===== config.mk =====
export PLATFORM = sky130hd
export DESIGN_NAME = sram_rd_arbiter
export DESIGN_NICKNAME = d
export VERILOG_FILES = /design/src/rtl/sram_rd_arbiter.sv
export SDC_FILE = /design/constraint.sdc
export NUM_CORES = 1
export LEC_CHECK = 0
export CELL_PAD_IN_SITES_DETAIL_PLACEMENT = 0
export CELL_PAD_IN_SITES_GLOBAL_PLACEMENT = 1
export CORE_AREA = 2 2 324 326
export DETAILED_ROUTE_END_ITERATION = 10
export DIE_AREA = 0 0 326 328
export PLACE_DENSITY = 0.39
export SYNTH_ARGS = -nofsm -noshare
export SYNTH_HDL_FRONTEND = slang
export SYNTH_SLANG_ARGS = --single-unit
export TNS_END_PERCENT = 10

===== constraint.sdc =====
create_clock -name clk -period 1.5 [get_ports clk]
set_clock_uncertainty 0.05 [all_clocks]
set_input_delay 0.3 -clock clk [delete_from_list [all_inputs] [get_ports clk]]
set_output_delay 0.3 -clock clk [all_outputs]
set_load 0.005 [all_outputs]

===== src/rtl/sram_rd_arbiter.sv =====
// Round-robin burst read controller sharing one SRAM read port between two requesters.
// Optional read-after-write stall on the snooped write port: define SRAM_RD_ARB_RAW_STALL_EN.
module sram_rd_arbiter #(
  parameter int DATA_WIDTH = 256,
  parameter int ADDR_WIDTH = 10,
  parameter int LEN_WIDTH  = 4
) (
  input  logic                  clk,
  input  logic                  rst_n,
  input  logic                  r0_req_valid,
  output logic                  r0_req_ready,
  input  logic [ADDR_WIDTH-1:0] r0_req_addr,
  input  logic [LEN_WIDTH-1:0]  r0_req_len,
  output logic                  r0_rsp_valid,
  output logic [DATA_WIDTH-1:0] r0_rsp_data,
  output logic                  r0_rsp_last,
  input  logic                  r1_req_valid,
  output logic                  r1_req_ready,
  input  logic [ADDR_WIDTH-1:0] r1_req_addr,
  input  logic [LEN_WIDTH-1:0]  r1_req_len,
  output logic                  r1_rsp_valid,
  output logic [DATA_WIDTH-1:0] r1_rsp_data,
  output logic                  r1_rsp_last,
  output logic                  sram_ren,
  output logic [ADDR_WIDTH-1:0] sram_raddr,
  input  logic [DATA_WIDTH-1:0] sram_rdata,
  input  logic                  snoop_wen,
  input  logic [ADDR_WIDTH-1:0] snoop_waddr,
  output logic                  busy
);

  typedef enum logic {IDLE, BURST} state_t;

  typedef struct packed {
    logic vld;
    logic id;
    logic last;
  } tag_t;

  state_t                state, state_nx;
  logic                  last_grant;
  logic                  gnt_id;
  logic [ADDR_WIDTH-1:0] cur_addr;
  logic [LEN_WIDTH-1:0]  beats_left;
  logic [ADDR_WIDTH-1:0] raddr_q;
  tag_t                  tag;
  logic                  win, acc, stall, issue;

`ifdef SRAM_RD_ARB_RAW_STALL_EN
  assign stall = snoop_wen && (snoop_waddr == cur_addr);
`else
  // SRAM is read-before-write, so a colliding read simply returns old data.
  logic unused_snoop;
  assign unused_snoop = ^{snoop_wen, snoop_waddr};
  assign stall = 1'b0;
`endif

  assign issue = (state == BURST) && !stall;

  always_comb begin
    state_nx     = state;
    win          = 1'b0;
    acc          = 1'b0;
    r0_req_ready = 1'b0;
    r1_req_ready = 1'b0;
    case (state)
      IDLE: begin
        // On contention the requester that did not win last time goes next.
        win          = (r0_req_valid && r1_req_valid) ? ~last_grant : r1_req_valid;
        acc          = r0_req_valid | r1_req_valid;
        r0_req_ready = acc && !win;
        r1_req_ready = acc && win;
        if (acc) state_nx = BURST;
      end
      BURST: if (issue && beats_left == '0) state_nx = IDLE;
      default: state_nx = IDLE;
    endcase
  end

  always_ff @(posedge clk or negedge rst_n) begin
    if (!rst_n) state <= IDLE;
    else        state <= state_nx;
  end

  always_ff @(posedge clk or negedge rst_n) begin
    if (!rst_n) begin
      last_grant <= 1'b1;
      gnt_id     <= 1'b0;
      cur_addr   <= '0;
      beats_left <= '0;
      raddr_q    <= '0;
      tag        <= '0;
    end else begin
      tag <= '{vld: issue, id: gnt_id, last: (beats_left == '0)};
      if (state == IDLE && acc) begin
        gnt_id     <= win;
        last_grant <= win;
        cur_addr   <= win ? r1_req_addr : r0_req_addr;
        beats_left <= win ? r1_req_len  : r0_req_len;
      end
      if (issue) begin
        cur_addr <= cur_addr + ADDR_WIDTH'(1);
        raddr_q  <= cur_addr;
        if (beats_left != '0) beats_left <= beats_left - LEN_WIDTH'(1);
      end
    end
  end

  // Address output holds the last issued address between issues.
  assign sram_ren   = issue;
  assign sram_raddr = issue ? cur_addr : raddr_q;

  assign r0_rsp_valid = tag.vld && !tag.id;
  assign r1_rsp_valid = tag.vld &&  tag.id;
  assign r0_rsp_last  = r0_rsp_valid && tag.last;
  assign r1_rsp_last  = r1_rsp_valid && tag.last;
  assign r0_rsp_data  = sram_rdata;
  assign r1_rsp_data  = sram_rdata;

  assign busy = (state == BURST) || tag.vld;

endmodule


Word-level counts from Yosys, hierarchy flattened:

Cells that the tools add are included.

* output and inout bits: 530
* register bits after elaboration: 30
* input bits: 299

* reductions and logical operators: 15
* muxes and demuxes: 16
* bitwise gates (word level): 3
* $add $sub $neg: 2

Operator list (number)
* $mux 10: 4
* $mux 4: 4
* $add 10x1->10 const B: 1
* $logic_and 1x1->1: 9
* $mux 1: 7
* $logic_not 4->1: 1
* $reduce_bool 4->1: 1
* $sub 4x1->4 const B: 1
* $logic_not 1->1: 2
* $not 1->1: 2
* $pmux 1 s2: 1
* $reduce_bool 2->1: 1
* $logic_or 1x1->1: 1
* $or 1x1->1: 1

Depth between registers and ports, before layout:

Gate-level depths: netlist of the first run.

* depth in word-level cells: 7
* gate-level depth with buffers: 6

Least setup slack after synthesis of the first run:

OpenSTA, ideal clock, no wires.

* kind: reg2out
* start point: register state, in the netlist sram_ren
* end point: output sram_raddr[0]
* stages on the path, launching flop included: 4
* data required time: 1.150 ns
* setup slack: 0.041 ns
* buffers on the path: 2
* arrival time: 1.109 ns
* cells stage by stage: dfrtp_1 clkbuf_1 buf_2 mux2_2

* cells in the longest elaborated chain, start to end: 1

RTL lines
* from (decl): line 40 `state_t state, state_nx;`
* from (signal assigned): line 82 `else state <= state_nx;`
* $mux 10
* to (decl): line 25 `output logic [ADDR_WIDTH-1:0] sram_raddr,`

No other way between the ends.

Final worst setup path of the first run:

* start point: register state, in the netlist sram_ren
* end point: output sram_raddr[6]

The elaborated chain is that of the path after synthesis.

==> results of run 1 <==
power by group through the flow:
stage	registers [mW]	logic (mW)	clock network (mW)
3_5_place_dp	1.51	3.40	0
4_1_cts	1.53	3.82	1.06
5_1_grt	1.59	4.26	1.09
6_report	1.53	3.71	1.02
2_1_floorplan	1.49	2.52	0
3_3_place_gp	1.51	3.39	0
per-layer routing:
metal	up-vias	wire, µm	global-route usage
met5	-	249	0.0169
li1	808	-	-
met3	154	4020	0.0310
met4	6	1560	0.0293
met2	411	6160	0.0341
met1	963	6670	0.0346
registers in the layout (all words and copies together) (netlist names):
name / count
cur_addr: 10
raddr_q: 10
beats_left: 4
tag: 3
gnt_id: 1
last_grant: 1
sram_ren: 1
Yosys cell counts (2+ instances only):
cell,count
a211oi_1,3
nand3_1,6
o21ai_1,2
buf_2,8
a311oi_1,4
o21ai_0,5
clkbuf_1,2
o22ai_1,8
inv_1,6
mux2_2,14
a21oi_1,7
xor2_1,2
o221ai_1,3
or3_1,2
buf_4,513
dfrtp_1,29
a31oi_1,2
nor3_1,6
xnor2_1,7
nor2_1,11
mux2i_1,4
nor2b_1,5
o31ai_1,5
ha_1,2
nand2_1,12
timing repair:
action / CTS / global route
hold buffers: 0 / 0
setup endpoints to repair: 32 / 29
setup buffers: 4 / 2
pin swaps: 2 / 2
resized for setup: 78 / 17
cell families (layout without fill, tap and decap cells):
kind of cell,count (synthesis),in the layout,share of synthesized area
buffers and inverters,531,103,0.705
AND/OR/NAND/NOR,53,53,0.0507
AO/OA/AOI/OAI,45,45,0.0565
flip-flops,30,30,0.134
multiplexers,18,18,0.0353
XOR/XNOR,9,9,0.0141
adder cells (fa/ha/maj),2,2,0.00447
other,0,1,0
stage by stage:
step | instances | cell area (µm²)
finish | 1641 | 4580
global route | 1640 | 4580
CTS | 1638 | 4530
detailed placement | 1626 | 4220
global placement | 1626 | 4220
floorplan | 688 | 5600
worst paths after layout:
| check | startpoint | slack [ns] | end |
|---|---|---|---|
| hold reg to reg | gnt_id | 0.34 | tag[1] |
| hold / removal | gnt_id | 0.34 | tag[1] |
| max in group asynchronous | rst_n | 0.81 | last_grant |
| setup reg to reg | last_grant | -0.04 | cur_addr[8] |
| setup / recovery | sram_ren | -0.26 | sram_raddr[6] |
| min in group asynchronous | rst_n | 0.35 | tag[2] |
final cells by class:
cell class	instances	area, µm²
diodes	1	2.50
clock buffers	7	143
clock inverters	1	5.00
fillers	12191	98600
inverters	6	26.3
multi-input cells	127	1010
flip-flops and latches	30	752
well taps	1380	1730
repair buffers	89	913
worst reg2reg max path, delay by kind of cell (launching register included):
kind,cells,cell delay (ns)
buf+inv,2,0.26
simple gates,2,0.40
compound gates,2,0.21
flops,1,0.55
==> flow_summary_export.csv, run 1 <==
group,metric,value,unit
synthesis,post-synth-top-area-cell,"buf_4",
status,outcome,"complete, but fails checks",
sta,finalSetupTns,-2.81,ns
placed_design,dp_hpwl,15.5,mm
synthesis,avgSynthCellArea,8.14,µm²
sta,tightest_slew,0.294,ns
routing,wl,18.7,mm
power,cellPowerDensity,1370,mW/mm²
synthesis,synth_seq_cells,30,
grt,grtUsageTotal,0.0325,
grt,grt_pass1_vias,2566,
power,leakage,1.28,nW
worst_setup_path,cpLargestDelayFamily,"buffers and inverters",
worst_setup_path,slowest_delay,0.39,ns
worst_hold_path,hold_path_class,"flop to flop",
grt,antenna_found_initial,2,
worst_hold_path,hold_depth,0,
synthesis,yosysWarnings,0,
clock_network,ctsHtreeMaxLevel,2,
synthesis,ys_types,45,
synthesis,synth_nets,989,
sta,fmax,0.570,GHz
power,p_sw,2.36,mW
status,violations,"negative setup slack",
floorplan,start_util,0.0543,
clock_network,clk_pin_slew,0.05,ns
worst_setup_path,required,1.15,ns
worst_setup_path,cp-end-kind,"primary output",
power,p_int,3.90,mW
routing,wl_per_cell,11.4,µm
sta,hold_ws,0.336,ns
clock_network,cts.sink_count,30,
worst_setup_path,path_depth,4,
final_layout,layout-drive-gt1-share,0.385,
worst_setup_path,worstPathArrival,1.41,ns
grt,grt_start_max_net_pins,31,
placed_design,globalplace.congestion,0.693,
routing,drc_errors,0,
routing,viasPerCell,1.43,
clock_network,ctsRootBufferMaster,"clkbuf_16",
placed_design,portBuffers,49,
power,vdd_drop_max,0.509,mV
placed_design,post-place-ws,-0.535,ns
power,combPwrFrac,0.594,
floorplan,rows,118,
synthesis,ys_seq_area_frac,0.134,
sta,period_needed,1.76,ns
worst_setup_path,path_class,"flop to primary output",
grt,grt_pass1_wl,23.7,mm
clock_network,insertion_delay,0.28,ns
routing,num_vias,2342,
synthesis,synth-async-reset-ratio,1.00,
synthesis,netlist_instances,688,
worst_setup_path,critical_path.cell_chain,"buf_6 > buf_8 > mux2_4 > buf_12",
synthesis,synth_flop_cell,"dfrtp_1",
final_layout,fin_util,0.0444,
floorplan,core-area,0.103,mm²
routing,drtPass1Iterations,4,
final_layout,areaGrowthSynthToFinish,-18.2,%
synthesis,netlist_area,0.00560,mm²
floorplan,io_pins,829,
sta,slew_viol_final,0,
sta,max_slew_margin,0.804,
worst_setup_path,cp.buffers_inverters,3,
power,power.share.switching,0.377,
flow_run,maxCapViolations,0,
power,power.share.clock,0.163,
clock_network,clockBufferDepth,2,
sta,hold_viol,0,
routing,drt_iter0_markers,96,
final_layout,final_cell_mix,"dfrtp_1 (29), clkdlybuf4s50_1 (29), buf_4 (23), buf_6 (18)",
power,seqPwrFrac,0.244,
worst_setup_path,cp_slowest_cell,"dfrtp_1",
routing,antenna_left,0,
synthesis,synth_top_area_frac,0.688,
floorplan,fp.dieArea,0.107,mm²
sta,fin_crit_sh,1.17,
sta,finalSetupViolations,15,
power,p_total,6.26,mW
sta,rsz0062_at_grt,"true",
grt,overflow,0,
floorplan,fp.dieH,328,µm
worst_setup_path,critPathMaxFanout,6,
worst_setup_path,ff2ff_path_depth,6,
clock_network,cts_tree,"built",
synthesis,yosys-top-cells-area,"buf_4 (69%), dfrtp_1 (13%), mux2_2 (2.8%)",
synthesis,synth_edf_count,0,
sta,finalWorstSetupSlack,-0.255,ns
worst_setup_path,critPathLaunchType,"flop",
floorplan,die_w,326,µm
final_layout,nNetsFinal,560,
clock_network,cts_buffers,5,
Note: power is estimated with default switching activity, not from simulation.
==> run 2, diff against run 1 <==
--- a/config.mk
+++ b/config.mk
@@ -8,6 +8,7 @@
 export CELL_PAD_IN_SITES_DETAIL_PLACEMENT = 0
 export CELL_PAD_IN_SITES_GLOBAL_PLACEMENT = 1
 export CORE_AREA = 2 2 324 326
+export CTS_CLUSTER_SIZE = 25
 export DETAILED_ROUTE_END_ITERATION = 10
 export DIE_AREA = 0 0 326 328
 export PLACE_DENSITY = 0.39
==> results of run 2 <==
Same layout as run 1: the final DEF is identical, and so are final timing and power.
